[src/rtl/ifu_pkg.sv]
// ifu_pkg: shared FSM state, default widths and prefetch entry type for instr_fetch_unit
package ifu_pkg;
  localparam int DEF_ADDR_W = 5;
  localparam int DEF_DATA_W = 32;
  localparam int DEF_PC_STEP = 4;
  localparam int DEF_RESET_PC = 0;
  typedef enum logic [1:0] {IDLE, RUN, FLUSH, HALTED} ifu_state_e;
  typedef struct packed {
    logic [DEF_ADDR_W-1:0] pc;
    logic [DEF_DATA_W-1:0] instr;
  } fifo_entry_t;
endpackage

[src/rtl/ifu_fifo.sv]
// ifu_fifo: synchronous show-ahead FIFO whose head word is held in a register
// Ports: clk, reset (async, active-high), push/din, pop, clear (drops all
// entries, wins over push/pop), dout (registered head), full, empty, count.
module ifu_fifo #(
  parameter int W = 37,
  parameter int DEPTH = 2
) (
  input  logic clk,
  input  logic reset,
  input  logic push,
  input  logic pop,
  input  logic clear,
  input  logic [W-1:0] din,
  output logic [W-1:0] dout,
  output logic full,
  output logic empty,
  output logic [$clog2(DEPTH):0] count
);
  localparam int PW = $clog2(DEPTH);
  localparam int CW = PW + 1;
  logic [W-1:0] mem [DEPTH];
  logic [PW-1:0] rd_ptr, wr_ptr;
  logic do_push, do_pop;
  assign empty = count == '0;
  assign full = count == CW'(DEPTH);
  assign do_pop = pop && !empty;
  assign do_push = push && (!full || do_pop);
  always_ff @(posedge clk or posedge reset)
    if (reset) begin
      rd_ptr <= '0;
      wr_ptr <= '0;
      count <= '0;
      dout <= '0;
      for (int i = 0; i < DEPTH; i++) mem[i] <= '0;
    end else if (clear) begin
      rd_ptr <= '0;
      wr_ptr <= '0;
      count <= '0;
    end else begin
      if (do_push) mem[wr_ptr] <= din;
      if (do_push) wr_ptr <= wr_ptr + PW'(1);
      if (do_pop) rd_ptr <= rd_ptr + PW'(1);
      count <= count + CW'(do_push) - CW'(do_pop);
      // head register follows whichever word becomes the new oldest entry
      if (do_push && (empty || (do_pop && count == CW'(1)))) dout <= din;
      else if (do_pop && count > CW'(1)) dout <= mem[rd_ptr + PW'(1)];
    end
endmodule

[src/rtl/instr_fetch_unit.sv]
// instr_fetch_unit: PC, fetch FSM and credit logic feeding a prefetch FIFO toward decode
// Ports: clk, reset (async, active-high), halt, redirect_valid/redirect_addr,
// RAM side mem_re/mem_addr/mem_rdata (1-cycle read), decode side
// if_valid/if_ready/if_instr/if_pc/if_pc_next.
// IFU_PERF_CNT_EN adds saturating perf_fetched, perf_redirects, perf_stall outputs.
module instr_fetch_unit
  import ifu_pkg::*;
#(
  parameter int ADDR_W = DEF_ADDR_W,
  parameter int DATA_W = DEF_DATA_W,
  parameter int PC_STEP = DEF_PC_STEP,
  parameter int RESET_PC = DEF_RESET_PC,
  parameter int FIFO_DEPTH = 2
) (
  input  logic clk,
  input  logic reset,
  input  logic halt,
  input  logic redirect_valid,
  input  logic [ADDR_W-1:0] redirect_addr,
  output logic mem_re,
  output logic [ADDR_W-1:0] mem_addr,
  input  logic [DATA_W-1:0] mem_rdata,
  output logic if_valid,
  input  logic if_ready,
  output logic [DATA_W-1:0] if_instr,
  output logic [ADDR_W-1:0] if_pc,
`ifdef IFU_PERF_CNT_EN
  output logic [31:0] perf_fetched,
  output logic [31:0] perf_redirects,
  output logic [31:0] perf_stall,
`endif
  output logic [ADDR_W-1:0] if_pc_next
);
  localparam int CW = $clog2(FIFO_DEPTH) + 1;
  localparam logic [ADDR_W-1:0] STEP = ADDR_W'(PC_STEP);
  ifu_state_e state, state_nx;
  logic [ADDR_W-1:0] pc, pc_nx, inflight_pc;
  logic inflight, redir, pop, push, full, empty;
  logic [CW-1:0] count;
  logic [ADDR_W+DATA_W-1:0] head;
  assign redir = redirect_valid && state != IDLE;
  assign pop = if_valid && if_ready;
  // a response arriving in a redirect cycle belongs to the abandoned path
  assign push = inflight && !redir && (!full || pop);
  assign mem_addr = pc;
  assign if_valid = !empty;
  assign {if_pc, if_instr} = head;
  assign if_pc_next = if_valid ? if_pc + STEP : '0;
  always_comb begin
    state_nx = state == IDLE ? RUN : redir ? FLUSH : halt ? HALTED : RUN;
    // credit counts the in-flight read so the FIFO can never overflow
    mem_re = state == RUN && !halt && !redirect_valid &&
             (count + CW'(inflight) - CW'(pop)) < CW'(FIFO_DEPTH);
    pc_nx = redir ? redirect_addr : mem_re ? pc + STEP : pc;
  end
  always_ff @(posedge clk or posedge reset)
    if (reset) begin
      state <= IDLE;
      pc <= ADDR_W'(RESET_PC);
      inflight <= 1'b0;
      inflight_pc <= '0;
    end else begin
      state <= state_nx;
      pc <= pc_nx;
      inflight <= mem_re;
      if (mem_re) inflight_pc <= pc;
    end
  ifu_fifo #(.W(ADDR_W + DATA_W), .DEPTH(FIFO_DEPTH)) u_fifo (
    .clk(clk),
    .reset(reset),
    .push(push),
    .pop(pop),
    .clear(redir),
    .din({inflight_pc, mem_rdata}),
    .dout(head),
    .full(full),
    .empty(empty),
    .count(count)
  );
`ifdef IFU_PERF_CNT_EN
  always_ff @(posedge clk or posedge reset)
    if (reset) begin
      perf_fetched <= '0;
      perf_redirects <= '0;
      perf_stall <= '0;
    end else begin
      if (pop && !(&perf_fetched)) perf_fetched <= perf_fetched + 32'd1;
      if (redir && !(&perf_redirects)) perf_redirects <= perf_redirects + 32'd1;
      if (state == RUN && !mem_re && !(&perf_stall)) perf_stall <= perf_stall + 32'd1;
    end
`endif
endmodule
[config.mk]
export PLATFORM = sky130hd
export DESIGN_NAME = instr_fetch_unit
export DESIGN_NICKNAME = d
export VERILOG_FILES = /design/src/rtl/ifu_pkg.sv /design/src/rtl/ifu_fifo.sv /design/src/rtl/instr_fetch_unit.sv
export SDC_FILE = /design/constraint.sdc
export NUM_CORES = 1
export LEC_CHECK = 0
export CORE_MARGIN = 2
export CORE_UTILIZATION = 54
export DETAILED_ROUTE_END_ITERATION = 7
export PLACE_DENSITY = 0.8
export SLEW_MARGIN = 20
export SYNTH_ARGS = -nofsm -noshare
export SYNTH_HDL_FRONTEND = slang
export SYNTH_SLANG_ARGS = --single-unit
[constraint.sdc]
create_clock -name clk -period 5.2 [get_ports clk]
set_clock_uncertainty 0.2 [all_clocks]
set_input_delay 1.04 -clock clk [delete_from_list [all_inputs] [get_ports clk]]
set_output_delay 1.04 -clock clk [all_outputs]
set_load 0.02 [all_outputs]
## Yosys cells after proc, flatten, opt, wreduce, memory -nomap -nowiden

Cells that the tools add are included.

| cells by class | value |
|---|---|
| add/sub/neg operators | 8 |
| $lt $le $gt $ge | 5 |
| eq/ne operators | 3 |
| muxes and demuxes | 19 |
| bitwise gates (word level) | 3 |
| reductions and logical operators | 30 |

Operator list:

| cell | count |
|---|---|
| 37-bit 2-to-1 mux | 6 |
| 74-bit bitwise mux | 1 |
| 37-bit demux with 1-bit select | 1 |
| 5-bit 2-to-1 mux | 3 |
| 1-bit logical AND | 13 |
| 5-bit by 3-bit adder with 5-bit output, second input constant | 2 |
| 2-bit nonzero test | 5 |
| 2-bit 2-to-1 mux | 4 |
| 1-bit zero test | 5 |
| 2-bit by 1-bit adder with 2-bit output | 2 |
| 2-bit by 1-bit == test with 1-bit output, second input constant | 2 |
| 2-bit greater-or-equal comparator, second input constant | 2 |
| 2-bit zero test | 2 |
| 1-bit 2-to-1 mux | 4 |
| 1-bit NOT with 2-bit output | 2 |
| 2-bit AND reduction | 2 |
| 2-bit by 1-bit subtractor with 2-bit output | 2 |
| 1-bit logical OR | 3 |
| 1-bit adder, second input constant | 2 |
| 2-bit == test, second input constant | 1 |
| 2-bit by 1-bit > comparator with 1-bit output, second input constant | 1 |
| 2-bit by 1-bit < comparator with 1-bit output, second input constant | 1 |
| 2-bit < comparator, second input constant | 1 |
| 1-bit NOT | 1 |

| storage, ports and cells | value |
|---|---|
| flip-flop bits (word level) | 128 |
| output and inout bits | 49 |
| word-level logic and storage cells | 78 |

## Depth between registers and ports, before layout

| logic depth | value |
|---|---|
| word-level depth | 9 |
| depth in mapped cells | 8 |
| depth with buffers taken out | 7 |

## Modules after synthesis

Synthesis repeated with hierarchy kept, for this count alone.

| second synthesis, totals | value |
|---|---|
| cell total of the unflattened synthesis | 511 |
| area, all modules | 6354.8 um2 |

By module, submodules not included:

| module | instances | cells an instance | area an instance (um2) | sequential area each (um2) |
|---|---|---|---|---|
| ifu_fifo | 1 | 447 | 5636.7 | 2877.8 |
| instr_fetch_unit | 1 | 64 | 718.2 | 325.3 |

## Worst setup path after synthesis

Ideal clock, no wire load.

| timing path | value |
|---|---|
| path kind | input -> output |
| start point | in if_ready |
| end point | out mem_re |
| arrival time | 2.242 ns |
| required time | 3.960 ns |
| setup slack | 1.718 ns |
| stages | 7 |
| path buffers | 1 |
| cell sequence | nor2b_1 -> ha_1 -> xnor2_1 -> xnor2_1 -> nand2b_1 -> buf_2 -> inv_1 |

| on the way | value |
|---|---|
| cells in the longest elaborated chain, start to end | 4 |

Ends and longest elaborated chain:

| what | line | RTL |
|---|---|---|
| start, declared | instr_fetch_unit.sv:24 | `input logic if_ready,` |
| 1-bit logical AND | instr_fetch_unit.sv:42 | `assign pop = if_valid && if_ready;` |
| 2-bit by 1-bit subtractor with 2-bit output | instr_fetch_unit.sv:53 | `(count + CW'(inflight) - CW'(pop)) < CW'(FIFO_DEPTH);` |
| 2-bit < comparator | instr_fetch_unit.sv:53 |  |
| 1-bit logical AND | instr_fetch_unit.sv:52 | `mem_re = state == RUN && !halt && !redirect_valid &&` |
| end, declared | instr_fetch_unit.sv:20 | `output logic mem_re,` |

Every way passes these cells.

## Worst setup path after layout

Ends and elaborated chain as after synthesis.

==> run metrics <==
EDFF count, synth=0; GRT Overall Usage=0.217; Int Power=0.00248 W; final hold violations=0; commonest cells after routing, fill and taps aside=127 x dfrtp_1, 90 x clkdlybuf4s50_1, 86 x mux2_2; vias in the first global route=3967; HPWL Detailed=around 7300 um; number of nets in the layout=576; RSZ-0062 raised after global routing=no; Yosys warnings=0; worst hold path class=flop to flop; worst r2r dst=inflight_pc[2]; Clock Latency Late Sink=around 500 ps; # diodes=0; Compound-Gate Fraction of Synth Area=0.0470; starting density of the core=0.560; post-synth cell types=38; Sw Pwr=about 0.001 W; Post-Syn Nets=between 400 and 500; endpoints failing setup=0; r2r setup slk=between 2000 and 2500 ps; DRT Pass-1 Iters=5; leading cell type in the layout, fill and taps excluded=dfrtp_1; Synth Area in Adders=0.00862; crit path launch type=input pin; Layout fillers=approximately 730; Sink Count=about 130; critical path capture point type=primary output; Slew HR=0.339; largest family of logic cells by synthesized area=multiplexers; Resized cells post-CTS=0; via density per instance=5.42; clock-pin slew on the worst setup and hold paths=roughly 60 ps; post-route antenna net violation count=0; P&R area growth vs syn=26.3%; Port Buffers=90; Leak=3.21 nW; ys flop type=dfrtp_1; Die Y=108 um; initial DRC count=roughly 110; routed via count=3672; P per Cell Area=between 400 and 500 nW/um2; critical path class=input pin to primary output; multiplexer share of the synthesized area=0.289; share of post-route cells with drive strength above 1=0.247; Slowest Stage Delay on Critical Path=roughly 570 ps; Post-route DRC=0; outcome=finished, final reports clean; Cell Count, Final, Fillers Out=about 680; Root Buffer=clkbuf_8; Post-CTS Setup Bufs=0; Synth Area in Simple Gates=0.0590; final wirelength=between 10000 and 15000 um; worst hold path depth=1; Reg power frac=0.420; delay-heaviest family, CP=buffers and inverters; num ports=91; FMAX=between 200 and 250 MHz; hold path endpoint=u_fifo.mem[0]; Die W=around 110 um; GP Congestion=0.777; placed cells=about 650; DR WL/cell=~17 um; Worst Max-Slew Pin Slew=just under 1000 ps; Fin Setup TNS=0 ps; Max-cap violations=0; largest net degree at the start of global routing=between 60 and 70; final total power=about 0.0035 W; Synth Instances=440; RR Startpoint=u_fifo.count[0]; Final Cycle Share=0.916; hold_ws=287 ps; Synth Area in XOR/XNOR=0.00905; largest fanout on the critical path=7; total gr overflow=0; worst vdd ir=0.000255 V; wire length of the first global-routing pass=just under 20000 um; switching share of power=0.291; CTS tree=built; CTS max path bufs=2; placement row count=37; die area=approximately 12000 um2; crit path DAT=approximately 3500 ps; Reg2Reg Depth=7; Seq/Total Area, Yosys=0.551; final worst path period need=between 4000 and 5000 ps; initial antenna violation count=0; hold_sp=u_fifo.mem[0]; core area=between 10000 and 15000 um2; Logic pwr share=0.249; Worst Path Required=3960 ps; CP max-delay cell=clkdlybuf4s50_1; register bit count reported by yosys=roughly 130; number of hold buffers added after CTS=0; post-synthesis cell area=5810 um2; Mean Syn Cell Area=13.2 um2; Clock power frac=0.331; Buf+Inv Stages, Crit Path=3; crit path cell chain=clkdlybuf4s50_1, nor2b_1, ha_1, nor2b_1, xnor2_1, nand2b_1, inv_1, clkdlybuf4s50_1; Num CTS Buffers=17; asr flop ratio synth=1.00; H-tree levels=4; Max Slew Vio Count=0
==> flip-flops by register name, summed over array words and instances, names as in the netlist, 2 cells and up <==
register      flops
inflight_pc       5
state             2
mem_addr          5
u_fifo.dout      37
u_fifo.count      2
u_fifo.mem       74
==> per-layer routing <==
layer	global-route usage	vias to the layer above	part of all wire
met5	0	-	0
met4	0.0641	0	0.0087
met3	0.0593	8	0.035
met2	0.368	68	0.51
met1	0.272	1861	0.45
li1	-	1735	-
==> layout make-up <==
type	count	area, um2	area share
flip-flops and latches	128	3200	0.437
repair buffers	95	951	0.130
inverters	7	31.3	0.00426
well taps	136	170	0.0232
clock inverters	14	168	0.0229
clock buffers	17	414	0.0565
multi-input cells	281	2400	0.327
==> how the worst max path moves through the flow <==
stage | startpoint | to | slack, ps | cells past startpoint
final | if_ready | mem_re | 430 | 8
after global routing | if_ready | mem_re | 250 | 8
after CTS | if_ready | mem_re | 450 | 8
after detailed placement | if_ready | mem_re | 460 | 8
after global placement | if_ready | mem_re | 520 | 8
after floorplan | reset | inflight | 550 | 1
==> power by group through the flow <==
stage | registers, W | clock network, W | logic (W)
finish | 0.00147 | 0.00116 | 0.000868
global route | 0.00150 | 0.00122 | 0.000940
CTS | 0.00147 | 0.00118 | 0.000881
detailed placement | 0.00148 | 0 | 0.000872
global placement | 0.00146 | 0 | 0.000844
floorplan | 0.00156 | 0 | 0.000374
==> cells by family after synthesis <==
group,Yosys count
XOR/XNOR,6
multiplexers,153
adder cells (fa/ha/maj),4
AND/OR/NAND/NOR,72
flip-flops,128
AO/OA/AOI/OAI,46
buffers and inverters,31
==> synth_stat cells (all sizes together) (2+ instances only) <==
master  number  area (um2)
inv          7        28.8
o21ai       37         185
ha           4        50.1
nor2         7        26.3
nand3        5        25.0
dfrtp      128        3200
buf         16         151
nand2       45         176
xnor2        5        43.8
a22oi        2        15.0
nor2b        5        31.3
mux2i       37         370
mux2       116        1310
clkbuf       8        30.0
==> through the flow <==
stage	area (um2)	setup slack (ps)	utilization
floorplan	5810	547	-
global placement	6750	525	0.651
detailed placement	6750	462	0.651
CTS	7340	445	0.707
global route	7340	254	0.707
finish	7340	435	0.707
No activity file was read; power rests on OpenSTA's default activity.
